File: src/rtl/iob_fifo_pkg.sv
// Shared definitions for the RAM-backed FIFO controller.
// FWFT output-stage state encodings live here.
package iob_fifo_pkg;

  localparam logic [1:0] EMPTY = 2'd0;
  localparam logic [1:0] FETCH = 2'd1;
  localparam logic [1:0] VALID = 2'd2;

endpackage

File: src/rtl/iob_fifo_ptr.sv
// Wrapping W-bit pointer with increment enable.
// Async active-low reset to zero.
module iob_fifo_ptr #(
  parameter int W = 4
) (
  input  logic         clk,
  input  logic         rst_n,
  input  logic         inc_i,
  output logic [W-1:0] ptr_o
);

  logic [W-1:0] ptr_q;
  logic [W-1:0] ptr_d;

  assign ptr_d = inc_i ? ptr_q + W'(1) : ptr_q;
  assign ptr_o = ptr_q;

  always_ff @(posedge clk or negedge rst_n) begin
    if (!rst_n) ptr_q <= '0;
    else        ptr_q <= ptr_d;
  end

endmodule

File: src/rtl/iob_fifo_ram_ctrl.sv
// FIFO controller for an external dual-port byte-enable RAM.
// Define IOB_FIFO_FWFT_EN for first-word-fall-through output.
module iob_fifo_ram_ctrl
  import iob_fifo_pkg::*;
#(
  parameter int NUM_COL = 2,
  parameter int COL_W   = 4,
  parameter int DATA_W  = NUM_COL * COL_W,
  parameter int ADDR_W  = 4
) (
  input  logic              clk,
  input  logic              rst_n,
  input  logic              w_en,
  input  logic [DATA_W-1:0] w_data,
  output logic              w_full,
  input  logic              r_en,
  output logic [DATA_W-1:0] r_data,
  output logic              r_empty,
  output logic [ADDR_W:0]   level,
  output logic [NUM_COL-1:0] ext_mem_w_en,
  output logic [ADDR_W-1:0] ext_mem_w_addr,
  output logic [DATA_W-1:0] ext_mem_w_data,
  output logic              ext_mem_r_en,
  output logic [ADDR_W-1:0] ext_mem_r_addr,
  input  logic [DATA_W-1:0] ext_mem_r_data
);

  localparam logic [ADDR_W:0] FULL_LVL = {1'b1, {ADDR_W{1'b0}}};

  logic [ADDR_W-1:0] wptr;
  logic [ADDR_W-1:0] rptr;
  logic [ADDR_W:0]   level_q;
  logic [ADDR_W:0]   level_d;
  logic              w_acc;
  logic              pop;
  logic              rd_inc;

  assign w_full = level_q == FULL_LVL;
  assign level  = level_q;
  // Gating with rst_n keeps RAM strobes quiet while reset is held
  assign w_acc  = rst_n & w_en & ~w_full;

  assign ext_mem_w_en   = {NUM_COL{w_acc}};
  assign ext_mem_w_addr = wptr;
  assign ext_mem_w_data = w_data;
  assign ext_mem_r_addr = rptr;

  iob_fifo_ptr #(.W(ADDR_W)) u_wptr (
    .clk   (clk),
    .rst_n (rst_n),
    .inc_i (w_acc),
    .ptr_o (wptr)
  );

  iob_fifo_ptr #(.W(ADDR_W)) u_rptr (
    .clk   (clk),
    .rst_n (rst_n),
    .inc_i (rd_inc),
    .ptr_o (rptr)
  );

  always_comb begin
    level_d = level_q;
    case ({w_acc, pop})
      2'b10:   level_d = level_q + (ADDR_W+1)'(1);
      2'b01:   level_d = level_q - (ADDR_W+1)'(1);
      default: level_d = level_q;
    endcase
  end

  always_ff @(posedge clk or negedge rst_n) begin
    if (!rst_n) level_q <= '0;
    else        level_q <= level_d;
  end

`ifdef IOB_FIFO_FWFT_EN

  logic [1:0]        state_q;
  logic [1:0]        state_d;
  logic [DATA_W-1:0] head_q;
  logic [ADDR_W:0]   unfetched;
  logic              fetch;

  // level includes the head word once its fetch has started
  assign unfetched = level_q - {{ADDR_W{1'b0}}, state_q != EMPTY};
  assign pop       = rst_n & r_en & (state_q == VALID);
  assign fetch     = rst_n & (unfetched != '0)
                   & ((state_q == EMPTY) | pop);

  assign rd_inc       = fetch;
  assign ext_mem_r_en = fetch;
  assign r_empty      = state_q != VALID;
  assign r_data       = head_q;

  always_comb begin
    state_d = state_q;
    case (state_q)
      EMPTY:   if (fetch) state_d = FETCH;
      FETCH:   state_d = VALID;
      VALID:   if (pop) state_d = fetch ? FETCH : EMPTY;
      default: state_d = EMPTY;
    endcase
  end

  always_ff @(posedge clk or negedge rst_n) begin
    if (!rst_n) begin
      state_q <= EMPTY;
      head_q  <= '0;
    end else begin
      state_q <= state_d;
      if (state_q == FETCH) head_q <= ext_mem_r_data;
    end
  end

`else

  logic              rd_pend_q;
  logic [DATA_W-1:0] hold_q;

  assign r_empty      = level_q == '0;
  assign pop          = rst_n & r_en & ~r_empty;
  assign rd_inc       = pop;
  assign ext_mem_r_en = pop;
  // RAM output is live only the cycle after a read; hold it afterwards
  assign r_data       = rd_pend_q ? ext_mem_r_data : hold_q;

  always_ff @(posedge clk or negedge rst_n) begin
    if (!rst_n) begin
      rd_pend_q <= 1'b0;
      hold_q    <= '0;
    end else begin
      rd_pend_q <= pop;
      if (rd_pend_q) hold_q <= ext_mem_r_data;
    end
  end

`endif

endmodule

File: config.mk
export PLATFORM = sky130hd
export DESIGN_NAME = iob_fifo_ram_ctrl
export DESIGN_NICKNAME = d
export VERILOG_FILES = /design/src/rtl/iob_fifo_pkg.sv /design/src/rtl/iob_fifo_ptr.sv /design/src/rtl/iob_fifo_ram_ctrl.sv
export SDC_FILE = /design/constraint.sdc
export NUM_CORES = 1
export LEC_CHECK = 0
export CAP_MARGIN = 40
export CELL_PAD_IN_SITES_DETAIL_PLACEMENT = 1
export CELL_PAD_IN_SITES_GLOBAL_PLACEMENT = 2
export CORE_ASPECT_RATIO = 0.8
export CORE_MARGIN = 5
export CORE_UTILIZATION = 27
export CTS_CLUSTER_DIAMETER = 100
export DETAILED_ROUTE_END_ITERATION = 8
export PLACE_DENSITY_LB_ADDON = 0.12
export SYNTH_ARGS = -nofsm -noshare
export SYNTH_HDL_FRONTEND = slang
export SYNTH_SLANG_ARGS = --single-unit
File: constraint.sdc
create_clock -name clk -period 5.45 [get_ports clk]
set_clock_uncertainty 0.1 [all_clocks]
set_input_delay 0.8175 -clock clk [delete_from_list [all_inputs] [get_ports clk]]
set_output_delay 0.8175 -clock clk [all_outputs]
set_load 0.03 [all_outputs]
==> summary.txt <==
Job
  – Max cap viols: 0

Yosys
  – Top cells by count, synth: 22 x dfrtp_1, 10 x buf_4, 10 x mux2_2, 6 x a21oi_1, 6 x ha_1
  – Top cell type's share of synthesized area: 0.460
  – Synth Instances: 100
  – Leading area contributor after synthesis: dfrtp_1
  – Top-count cell post-synth: dfrtp_1
  – Post-synth EDFFs: 0
  – Seq/Total Area, Yosys: 0.460
  – Asr flop ratio synth: 1.00
  – Synthesized area: around 0.0012 mm²
  – Syn_area_per_cell: approximately 12 µm²
  – Syn_nets: about 130
  – Synth Register Bits: 22
  – Cell variety after synth: 31
  – Synth area leaders: dfrtp_1 46%, mux2_2 9.4%, buf_4 6.3%
  – Syn. warnings: 0
  – Top_reg_cell synth: dfrtp_1

Route
  – Drt total wl: 3070 µm
  – DR vias/cell: 4.64
  – Mean routed wirelength per cell: ~17 µm
  – DRT iter0 DRCs: 27
  – First-pass iteration count of the detailed router: 4
  – DR DRC count: 0
  – Routed Antenna Nets: 0
  – Routed vias: 859

Die
  – Die area: 0.00588 mm²
  – Starting Density: 0.283
  – Core Box Area: approximately 0.0042 mm²
  – Die Span Y: between 60 and 70 µm
  – Die X: 84.5 µm
  – I/O pins: 54
  – Row count: 21

Clock tree
  – TritonCTS clock tree: built
  – Clock Sinks: 22
  – CTS clk-pin slew, worst paths: roughly 70 ps
  – CTS buffer count: 3
  – CTS HTree Levels: 1
  – Hold_buf cts: 0
  – Post-CTS sizing: 0
  – Clock latency on the worst-skew pair: roughly 250 ps
  – Clk root buf: clkbuf_8
  – Clock buffer depth: 2
  – Setup bufs post-CTS: 0

Hold path
  – Hold path depth: 1
  – Hold crit path type: reg2reg
  – Hold EP: u_wptr.ptr_o[3]
  – Hold Crit Start: u_wptr.ptr_o[3]

Placed design
  – Port Buffer Count: 37
  – Routability Congestion: between 0.7 and 0.8
  – Post-DP HPWL: between 2000 and 2500 µm
  – Setup WS pre-CTS: ~1700 ps

Critical path
  – Worst path arrival time: ~2700 ps
  – Critical path data required time: between 4000 and 5000 ps
  – Reg-to-reg startpoint: level[0]
  – Worst reg2reg path depth: 8
  – Setup crit end kind: primary output
  – CP max FO: 5
  – R2R Setup Slk: about 2300 ps
  – CP startpoint kind: input port
  – Reg-to-Reg End: level[4]
  – Setup CP Type: in2out

Global routing
  – GRT Residual Overflow: 0
  – M3 GR Usage: 0.0451
  – Largest net degree at the start of global routing: 27
  – GR peak layer: met2
  – Grt met1 use: 0.147
  – Met2 usage: 0.166
  – Vias in the first global route: approximately 960
  – First-pass GRT wire length: between 5000 and 6000 µm
  – Initial antenna violation count: 0
  – Gr usage total: 0.110

Cells and area
  – Fin nets: approximately 160
  – Area Overhead vs Synth: 33.8%
  – Antenna Cells: 0
  – Fill count: 467
  – Ratio of cells with drive above 1 in the final layout: 0.148

Power and ir drop
  – Peak VDD IR: roughly 0.33 mV
  – Leakage power: roughly 0.64 nW
  – Power per cell area: 587 mW/mm²
  – Design Power: 0.940 mW

Timing
  – Final period utilization: 0.656
  – Max-Slew Margin vs Limit: 0.671
  – Final hold vios: 0
  – Min Tclk post-route: between 3000 and 4000 ps
  – Count of pins over their slew limit: 0
  – Unrepaired setup endpoints after global routing: no
  – FMAX: about 280 MHz
  – Tightest Pin Transition: slightly below 500 ps
  – Setup TNS: 0 ps
  – Final Worst Setup Slack: ~1900 ps
  – Final setup viols: 0

Status
  – Status: complete, no violations
[where the power goes]
group,switching [mW],internal [mW]
Sequential,0.0829,0.233
Clock,0.0478,0.0492
Combinational,0.288,0.239
Total,0.419,0.521
[sequential cells by signal (all words and copies together) (netlist names)]
register and cells:
u_rptr.ptr_o 4, level 5, rd_pend_q 1, hold_q 8, u_wptr.ptr_o 4
[worst max-delay path by stage]
stage / from / end
after floorplan: level[0] / level[4]
after global placement: w_en / level[4]
after detailed placement: w_en / level[4]
after CTS: w_en / ext_mem_w_en[0]
after global routing: w_en / ext_mem_w_en[0]
final: w_en / ext_mem_w_en[0]
[stage by stage]
step	utilization	hold WS (ps)	cell area [µm²]	instances
after floorplan	-	422	1200	100
after global placement	0.369	361	1560	182
after detailed placement	0.369	362	1560	182
after CTS	0.379	372	1600	185
after global routing	0.379	379	1600	185
final	0.379	365	1600	185
[metal layers]
layer,wire [µm],share of wire
met2,1390,0.45
met3,193,0.063
met5,0,0
met4,29,0.0095
met1,1450,0.47
[cell families (layout without fill, tap and decap cells)]
family,Yosys count,after routing,synth area share
AO/OA/AOI/OAI,15,15,0.0951
XOR/XNOR,8,8,0.0585
adder cells (fa/ha/maj),7,7,0.0794
buffers and inverters,17,45,0.0846
flip-flops,22,22,0.460
multiplexers,12,12,0.116
AND/OR/NAND/NOR,19,19,0.107
[area by class of cell]
class | count | area, µm² | area share
Sequential cell | 22 | 551 | 0.344
Clock buffer | 3 | 41.3 | 0.0258
Inverter | 4 | 15.0 | 0.00937
Tap cell | 57 | 71.3 | 0.0445
Timing Repair Buffer | 38 | 378 | 0.236
Multi-Input combinational cell | 61 | 546 | 0.341
[placed cells by master, fill, tap and decap left out, types with 2 or more instances in the layout]
master           count
clkbuf_8             3
mux2_2              10
clkdlybuf4s50_1     37
a21oi_1              6
nor3b_1              5
nand2_1              2
o21ai_0              2
inv_1                3
dfrtp_1             22
ha_1                 6
xor2_1               3
nand3_1              5
xnor2_1              5
o2111ai_1            2
[critical path, stage by stage]
cell and delay, ps:
clkdlybuf4s50_1 520, nand2_1 120, a21oi_1 420, clkdlybuf4s50_1 780
No activity file was read; power rests on OpenSTA's default activity.
